[src/rtl/alu_seq_pkg.sv]
// ---------------------------------------------------------------------------
// alu_seq_pkg
// Shared types and constants for the ALU command sequencer.
//   state_t    : sequencer FSM states (IDLE, ISSUE, WAIT, DONE)
//   ALU_W      : ALU datapath width (64)
//   SEL_W      : ALU select-code width (5)
//   TAG_MAX_W  : storage width of the command tag field; the top level
//                uses only the low TAG_W bits (TAG_W must not exceed this)
//   alu_cmd_t  : one queued command {sel, op0, op1, tag}
// ---------------------------------------------------------------------------
package alu_seq_pkg;

    localparam int ALU_W     = 64;
    localparam int SEL_W     = 5;
    localparam int TAG_MAX_W = 16;

    typedef enum logic [1:0] {
        IDLE  = 2'd0,
        ISSUE = 2'd1,
        WAIT  = 2'd2,
        DONE  = 2'd3
    } state_t;

    typedef struct packed {
        logic [SEL_W-1:0]     sel;
        logic [ALU_W-1:0]     op0;
        logic [ALU_W-1:0]     op1;
        logic [TAG_MAX_W-1:0] tag;
    } alu_cmd_t;

endpackage

[src/rtl/alu_seq_fifo.sv]
// ---------------------------------------------------------------------------
// alu_seq_fifo
// Synchronous FIFO of alu_cmd_t entries. Head entry is visible on pop_data
// whenever the FIFO is non-empty (show-ahead). Full/empty derive from the
// occupancy count; pointers wrap modulo DEPTH (DEPTH must be a power of 2).
// Parameters:
//   DEPTH     : number of entries (power of two, >= 2)
// Ports:
//   clk       : clock, rising edge
//   rst_b     : asynchronous active-low reset (pointers and count only)
//   push      : write push_data (ignored when full)
//   push_data : entry to write
//   pop       : discard head entry (ignored when empty)
//   pop_data  : current head entry
//   full      : count == DEPTH
//   empty     : count == 0
//   count     : occupancy 0..DEPTH
// ---------------------------------------------------------------------------
module alu_seq_fifo
    import alu_seq_pkg::*;
#(
    parameter int DEPTH = 4
) (
    input  logic                   clk,
    input  logic                   rst_b,
    input  logic                   push,
    input  alu_cmd_t               push_data,
    input  logic                   pop,
    output alu_cmd_t               pop_data,
    output logic                   full,
    output logic                   empty,
    output logic [$clog2(DEPTH):0] count
);

    localparam int AW = $clog2(DEPTH);

    alu_cmd_t        mem [DEPTH];
    logic [AW-1:0]   wr_ptr;
    logic [AW-1:0]   rd_ptr;
    logic            push_ok;
    logic            pop_ok;

    assign full     = (count == (AW+1)'(DEPTH));
    assign empty    = (count == '0);
    assign push_ok  = push && !full;
    assign pop_ok   = pop && !empty;
    assign pop_data = mem[rd_ptr];

    always_ff @(posedge clk or negedge rst_b) begin
        if (!rst_b) begin
            wr_ptr <= '0;
            rd_ptr <= '0;
            count  <= '0;
        end else begin
            if (push_ok) wr_ptr <= wr_ptr + 1'b1;
            if (pop_ok)  rd_ptr <= rd_ptr + 1'b1;
            case ({push_ok, pop_ok})
                2'b10:   count <= count + 1'b1;
                2'b01:   count <= count - 1'b1;
                default: count <= count;
            endcase
        end
    end

    // Storage carries no reset: stale entries are never observable because
    // the count gates every read.
    always_ff @(posedge clk) begin
        if (push_ok) mem[wr_ptr] <= push_data;
    end

endmodule

[src/rtl/alu_cmd_sequencer.sv]
// ---------------------------------------------------------------------------
// alu_cmd_sequencer
// Issue stage in front of ALU_64. Commands are queued in a small FIFO and
// issued one at a time through the ALU bgn/stop handshake; the ALU result is
// captured and returned with the command tag on a valid/ready port. Operands
// and select stay stable from issue until the result has been accepted.
//
// Build option:
//   ALU_SEQ_TIMEOUT_EN : when defined, a command that sees no alu_stop within
//                        TIMEOUT cycles of ISSUE/WAIT completes with
//                        res_data=0 and res_err=1. Undefined: res_err=0 and
//                        the sequencer waits for alu_stop indefinitely.
// Parameters:
//   DEPTH   : command FIFO entries (power of two, >= 2)
//   TAG_W   : command tag width (<= alu_seq_pkg::TAG_MAX_W)
//   TIMEOUT : ISSUE/WAIT cycle limit (timeout build only)
// Ports:
//   clk, rst_b                       : clock, async active-low reset
//   cmd_valid/cmd_ready              : command handshake (ready = !full)
//   cmd_sel, cmd_op0, cmd_op1, cmd_tag : command payload
//   res_valid/res_ready              : result handshake
//   res_data, res_tag, res_err       : result payload, timeout flag
//   alu_bgn, alu_sel, alu_in_0/1     : to ALU
//   alu_stop, alu_out                : from ALU
//   busy                             : command in flight or queued
//   fifo_count                       : FIFO occupancy 0..DEPTH
// ---------------------------------------------------------------------------
module alu_cmd_sequencer
    import alu_seq_pkg::*;
#(
    parameter int DEPTH   = 4,
    parameter int TAG_W   = 4,
    parameter int TIMEOUT = 256
) (
    input  logic                   clk,
    input  logic                   rst_b,
    input  logic                   cmd_valid,
    output logic                   cmd_ready,
    input  logic [SEL_W-1:0]       cmd_sel,
    input  logic [ALU_W-1:0]       cmd_op0,
    input  logic [ALU_W-1:0]       cmd_op1,
    input  logic [TAG_W-1:0]       cmd_tag,
    output logic                   res_valid,
    input  logic                   res_ready,
    output logic [ALU_W-1:0]       res_data,
    output logic [TAG_W-1:0]       res_tag,
    output logic                   res_err,
    output logic                   alu_bgn,
    output logic [SEL_W-1:0]       alu_sel,
    output logic [ALU_W-1:0]       alu_in_0,
    output logic [ALU_W-1:0]       alu_in_1,
    input  logic                   alu_stop,
    input  logic [ALU_W-1:0]       alu_out,
    output logic                   busy,
    output logic [$clog2(DEPTH):0] fifo_count
);

    state_t             state;
    alu_cmd_t           push_cmd;
    alu_cmd_t           head;
    logic               fifo_full;
    logic               fifo_empty;
    logic               fifo_push;
    logic               fifo_pop;
    logic [TAG_W-1:0]   tag_q;
    logic               unused_head_tag;

    always_comb begin
        push_cmd     = '0;
        push_cmd.sel = cmd_sel;
        push_cmd.op0 = cmd_op0;
        push_cmd.op1 = cmd_op1;
        push_cmd.tag = TAG_MAX_W'(cmd_tag);
    end

    assign cmd_ready = !fifo_full;
    assign fifo_push = cmd_valid && cmd_ready;
    // Pop is decided purely from registered state, so nothing from the
    // result side or the ALU reaches the FIFO combinationally.
    assign fifo_pop  = (state == IDLE) && !fifo_empty;
    assign busy      = (state != IDLE) || !fifo_empty;
    assign res_tag   = tag_q;

    // Upper tag storage bits beyond TAG_W are always zero.
    assign unused_head_tag = ^head.tag;

    alu_seq_fifo #(
        .DEPTH (DEPTH)
    ) u_fifo (
        .clk       (clk),
        .rst_b     (rst_b),
        .push      (fifo_push),
        .push_data (push_cmd),
        .pop       (fifo_pop),
        .pop_data  (head),
        .full      (fifo_full),
        .empty     (fifo_empty),
        .count     (fifo_count)
    );

`ifdef ALU_SEQ_TIMEOUT_EN
    localparam int TMO_W = (TIMEOUT > 1) ? $clog2(TIMEOUT) : 1;
    localparam logic [TMO_W-1:0] TMO_LAST = TMO_W'(TIMEOUT - 1);

    logic [TMO_W-1:0] tmo_cnt;
`else
    logic unused_timeout;

    assign unused_timeout = (TIMEOUT < 1);
    assign res_err        = 1'b0;
`endif

    always_ff @(posedge clk or negedge rst_b) begin
        if (!rst_b) begin
            state     <= IDLE;
            alu_bgn   <= 1'b0;
            alu_sel   <= '0;
            alu_in_0  <= '0;
            alu_in_1  <= '0;
            tag_q     <= '0;
            res_valid <= 1'b0;
            res_data  <= '0;
`ifdef ALU_SEQ_TIMEOUT_EN
            res_err   <= 1'b0;
            tmo_cnt   <= '0;
`endif
        end else begin
            case (state)
                IDLE: begin
                    if (!fifo_empty) begin
                        alu_sel  <= head.sel;
                        alu_in_0 <= head.op0;
                        alu_in_1 <= head.op1;
                        tag_q    <= head.tag[TAG_W-1:0];
                        alu_bgn  <= 1'b1;
                        state    <= ISSUE;
`ifdef ALU_SEQ_TIMEOUT_EN
                        tmo_cnt  <= '0;
`endif
                    end
                end

                // ISSUE and WAIT differ only in bgn, which is a one-cycle
                // pulse dropped on the first edge after issue. A stop seen
                // already in ISSUE completes the command immediately.
                ISSUE, WAIT: begin
                    alu_bgn <= 1'b0;
                    if (alu_stop) begin
                        res_data  <= alu_out;
                        res_valid <= 1'b1;
`ifdef ALU_SEQ_TIMEOUT_EN
                        res_err   <= 1'b0;
`endif
                        state     <= DONE;
                    end
`ifdef ALU_SEQ_TIMEOUT_EN
                    else if (tmo_cnt == TMO_LAST) begin
                        res_data  <= '0;
                        res_valid <= 1'b1;
                        res_err   <= 1'b1;
                        state     <= DONE;
                    end
`endif
                    else begin
                        state <= WAIT;
`ifdef ALU_SEQ_TIMEOUT_EN
                        tmo_cnt <= tmo_cnt + 1'b1;
`endif
                    end
                end

                // Result held until accepted; stop is ignored here, and
                // operands stay frozen so the ALU sees no new work.
                DONE: begin
                    if (res_ready) begin
                        res_valid <= 1'b0;
                        state     <= IDLE;
                    end
                end

                default: state <= IDLE;
            endcase
        end
    end

endmodule

[config.mk]
export PLATFORM = sky130hd
export DESIGN_NAME = alu_cmd_sequencer
export DESIGN_NICKNAME = d
export VERILOG_FILES = /design/src/rtl/alu_seq_pkg.sv /design/src/rtl/alu_seq_fifo.sv /design/src/rtl/alu_cmd_sequencer.sv
export SDC_FILE = /design/constraint.sdc
export NUM_CORES = 1
export LEC_CHECK = 0
export BUFFER_PORTS_ARGS = -buffer_cell sky130_fd_sc_hd__buf_2
export CORE_ASPECT_RATIO = 1.4
export CORE_MARGIN = 2
export CORE_UTILIZATION = 55
export DETAILED_ROUTE_END_ITERATION = 6
export GPL_TIMING_DRIVEN = 0
export HOLD_SLACK_MARGIN = 0.1
export PLACE_DENSITY_LB_ADDON = 0.05
export REMOVE_ABC_BUFFERS = 1
export SETUP_SLACK_MARGIN = 0.5
export SLEW_MARGIN = 10
export SYNTH_ARGS = -nofsm -noshare
export SYNTH_HDL_FRONTEND = slang
export SYNTH_HIERARCHICAL = 1
export SYNTH_SLANG_ARGS = --single-unit
export TNS_END_PERCENT = 1
[constraint.sdc]
create_clock -name clk -period 11.6 [get_ports clk]
set_input_delay 0.58 -clock clk [delete_from_list [all_inputs] [get_ports clk]]
set_output_delay 0.58 -clock clk [all_outputs]
set_load 0.03 [all_outputs]
* After elaboration in Yosys (flattened, before gate mapping)
Memories as Yosys holds them, arrays and structs flattened. A register that Yosys moved wholly into a read port is not among the register bits.
Index checks and enable logic that the tools add are counted.
** Cells by class
- Add/subtract/negate cells :: 4
- Eq/ne operators :: 9
- Multiplexer cells :: 12
- Bitwise operators :: 1
- Reduce and logical (&&, ||, !) cells :: 20
** Operator list (count)
- $reduce_and 2->1 :: 4
- $reduce_bool 2->1 :: 4
- $eq 2x2->1 const B :: 3
- $mux 1 :: 6
- $ne 2x2->1 const B :: 3
- $pmux 2 s3 :: 1
- $pmux 3 s2 :: 1
- $add 2x1->2 const B :: 2
- $eq 2x1->1 const B :: 2
- $logic_and 1x1->1 :: 4
- $mux 2 :: 2
- $pmux 1 s2 :: 2
- $add 3x1->3 const B :: 1
- $eq 3x3->1 const B :: 1
- $logic_not 1->1 :: 3
- $logic_not 3->1 :: 1
- $reduce_and 3->1 :: 1
- $sub 3x1->3 const B :: 1
- $logic_not 2->1 :: 1
- $reduce_or 2->1 :: 1
- $logic_or 1x1->1 :: 1
- $not 1->1 :: 1
** Word-level totals
- Register bits after elaboration :: 75
- Memory bits (writable) :: 548
- Input port bits :: 206
- Output and inout bits :: 209
- Logic and storage cells :: 54
- Memories :: 1
** Memory list
- u_fifo.mem :: depth 4, width 137, rd ports 1, clocked after Yosys merged registers in 1, write ports 1, RTL line alu_seq_fifo.sv:37 : alu_cmd_t mem [DEPTH];

* Depth between registers and ports, before layout
- Depth in word-level cells :: 6
- Depth in mapped cells :: 12
- Gate-level depth less buffers :: 10

* Cells and area by module
The synthesis kept the hierarchy.
** Modules (own cells, without submodules)
- alu_seq_fifo :: times used 1, cells each 816, area each 21898.5 um2, sequential area each 18072.3 um2
- alu_cmd_sequencer :: times used 1, cells each 456, area each 8475.6 um2, sequential area each 5129.9 um2

* Worst setup path after synthesis
No wires, ideal clock.
- Path kind :: reg-to-reg
- Start :: reg u_fifo.count[2]
- End :: mem u_fifo/mem[0][0] (netlist bit) (enable)
- Library setup time :: 526 ps
- Arrival :: 4619 ps
- Data required time :: 11074 ps
- Setup slack :: 6454 ps
- Cell stages (with the launch flop) :: 5
- Buffers on the path :: 0
- Period minus slack after synthesis :: 5146 ps
- Path through :: dfrtp_1 > nor3b_1 > nor2b_1 > nor2b_1 > and2_1
** On the way
- Cells in the longest elaborated chain, start to end :: 6
** RTL lines
- from (decl) :: RTL line alu_seq_fifo.sv:32 : output logic [$clog2(DEPTH):0] count
- from (signal assigned) :: RTL line alu_seq_fifo.sv:58 : 2'b10: count <= count + 1'b1;
- from (signal assigned) :: RTL line alu_seq_fifo.sv:59 : 2'b01: count <= count - 1'b1;
- from (signal assigned) :: RTL line alu_seq_fifo.sv:60 : default: count <= count;
- $eq 3x3->1 :: RTL line alu_seq_fifo.sv:43 : assign full = (count == (AW+1)'(DEPTH));
- via fifo_full :: RTL line alu_cmd_sequencer.sv:61 : logic fifo_full;
- $logic_not 1->1 :: RTL line alu_cmd_sequencer.sv:76 : assign cmd_ready = !fifo_full;
- $logic_and 1x1->1 :: RTL line alu_cmd_sequencer.sv:77 : assign fifo_push = cmd_valid && cmd_ready;
- via fifo_push :: RTL line alu_cmd_sequencer.sv:63 : logic fifo_push;
- $logic_and 1x1->1 :: RTL line alu_seq_fifo.sv:45 : assign push_ok = push && !full;
- $mux 1 :: RTL line alu_seq_fifo.sv:68 : if (push_ok) mem[wr_ptr] <= push_data;
- $mux 1 (implied by the code) :: RTL line alu_seq_fifo.sv:68
- to (decl) :: RTL line alu_seq_fifo.sv:37
The timed path passes the listed nets, and every way through them passes these cells.

* Worst setup path in the final report
- Start :: reg u_fifo.count[2]
- End :: mem u_fifo/mem[0][145] (netlist bit) (enable)
Same word-level chain as after synthesis.

==> qor.csv <==
metric;value;unit
status;completed;
CTS tree;yes;
critical path data arrival time;3030;ps
Crit. End Element;register;
setup bufs post-CTS;0;
Detailed Routing Iterations Pass 1;4;
maxcap violations;0;
Die X;196.9;microns
post-synthesis cell area;0.02866;sq mm
# setup viols final;0;
syn avg cell area;23.65;sq um
WP data required;11870;ps
Skew-Pair Late Insertion Delay;600;ps
post-cts hold buffer count;1;
share of cells above drive strength 1;51.30;%
vias in the first global route;14020;
I/O Buffers;413;
standard-cell row count;99;
Layout area overhead;18.78;%
Max Freq;0.3626;GHz
Worst Hold Class;in2reg;
wire per inst;23.77;microns
Critical Path Start Type;register;
CP max stage delay;550;ps
Final period util;23.77;%
largest net degree at the start of global routing;96;
Longest Clk Path Bufs;3;
cell area power density;297.7;mW/mm^2
DIE HEIGHT;274.1;microns
Root Driver;clkbuf_16;
Final #Nets;1888;
Antenna Nets Post-Route;0;
clock sink total;760;
number of DRC markers in iteration 0;579;
Post-route DRC;0;
Final Hold Fails;0;
final WL;56.82;mm
worst slack at placement;8736;ps
Warnings, synthesis;6;
RSZ-0062 raised after global routing;false;
cts bufs inserted;72;
Core Footprint;0.05178;sq mm
full die area;0.05398;sq mm
DR vias/cell;5.533;
worst-path cell chain;nor3b_1 -> nor2b_1 -> nor2b_1 -> and2_4 -> buf_16 -> buf_16;
cell count after placement;2254;
total number of vias;13220;
initial antenna violation count;17;
CTS resizes;0;
Top Ports;415;
Reg2Reg Setup Slack;8840;ps
slowest library cell on the worst path;and2_4;
slew margin rel.;57.54;%
Syn Inst Count;1212;
Setup CP Type;reg2reg;
minimum clock period;2758;ps
clock transition at the registers of the reported paths;60;ps
first-pass GRT wire length;84.82;mm
Worst-Margin Slew;635.6;ps
DP HPWL;35.84;mm
Total GRT Usage;21.41;%
Pins Over Slew Limit;0;
Final Non-Filler Cells;2390;
setup TNS;0;ps
Leak;13.04;nW
routability cong.;0.7370;
Worst VDD drop;0.1826;mV
setup ws final;8842;ps
Starting Density;55.36;%
CP max FO;38;
Clock Skew;16.15;ps
H-tree depth;3;
total grt overflow;0;
power by group:
part	switching [W]	internal (W)
Sequential	0.000320	0.00376
Combinational	0.00206	0.00176
Clock	0.000946	0.00130
Total	0.00333	0.00681
routing by layer:
layer / track usage [%] / vias to the layer above / routed length [microns]
met1: 26.11 / 6866 / 22170
met2: 36.44 / 417 / 28740
met3: 6.138 / 113 / 4112
li1: - / 5806 / -
met4: 8.172 / 22 / 1644
met5: 0 / - / 146
worst paths after layout:
kind | depth (start not counted) | endpoint | start
min in group asynchronous | 2 | res_data[21]$_DFFE_PN0P_ | rst_b
max in group asynchronous | 3 | u_fifo/rd_ptr[1]$_DFFE_PN0P_ | rst_b
worst max register to register | 6 | u_fifo/mem[0][145]$_DFFE_PP_ | u_fifo/count[2]$_DFFE_PN0P_
worst max-delay path | 6 | u_fifo/mem[0][145]$_DFFE_PP_ | u_fifo/count[2]$_DFFE_PN0P_
worst min-delay path | 1 | u_fifo/mem[1][91]$_DFFE_PP_ | cmd_op0[11]
worst min register to register | 1 | res_data[39]$_DFFE_PN0P_ | res_data[39]$_DFFE_PN0P_
critical path: cells and delay by family, from the launching register on:
family / cells / cell delay (ps)
simple gates: 4 / 1370
buf+inv: 2 / 560
flops: 1 / 430
sequential cells by signal, indices dropped and copies added, names as in the netlist:
register	cells
u_fifo/mem	548
alu_in_0	64
alu_in_1	64
res_data	64
alu_sel	5
res_tag	4
u_fifo/count	3
state	2
u_fifo/rd_ptr	2
u_fifo/wr_ptr	2
alu_bgn	1
res_valid	1
layout by cell type (no fill, tap or decap), drive strengths merged:
| master | count |
|---|---|
| edfxtp | 548 |
| buf | 443 |
| dfrtp | 212 |
| mux2 | 203 |
| mux4 | 137 |
| clkbuf | 106 |
| clkinv | 18 |
| inv | 13 |
| ha | 8 |
| nand2 | 5 |
| bufinv | 4 |
| and2 | 4 |
| diode | 3 |
| nor2 | 3 |
| xnor2 | 3 |
| xor2 | 3 |
| nor2b | 3 |
| o21ai | 2 |
| mux2i | 2 |
| nand2b | 1 |
| a31o | 1 |
| or2 | 1 |
| nand3 | 1 |
| a21oi | 1 |
| a211oi | 1 |
| a22o | 1 |
| conb | 1 |
| clkinvlp | 1 |
| dlygate4sd3 | 1 |
| nor3 | 1 |
| o31a | 1 |
| nor3b | 1 |
| fa | 1 |
final cells by class:
class	instances	area, sq um
repair buffers	444	2860
diodes	3	7.507
clock buffers	106	2013
inverters	10	37.54
fillers	3539	17730
clock inverters	26	234.0
multi-input cells	385	6305
flip-flops and latches	760	21770
well taps	656	820.8
metrics by stage:
step | util (%) | total power, W | hold WS, ps | area, sq um
6_report | 65.76 | 0.01014 | 187.2 | 34050
5_1_grt | 65.76 | 0.01062 | 169.4 | 34050
4_1_cts | 65.74 | 0.01030 | 146.7 | 34040
3_5_place_dp | 61.38 | 0.008015 | 486.5 | 31780
3_3_place_gp | 59.82 | 0.008327 | 482.1 | 30970
2_1_floorplan | - | 0.007040 | 284.4 | 28090
Power figures use the tool's default switching activity.
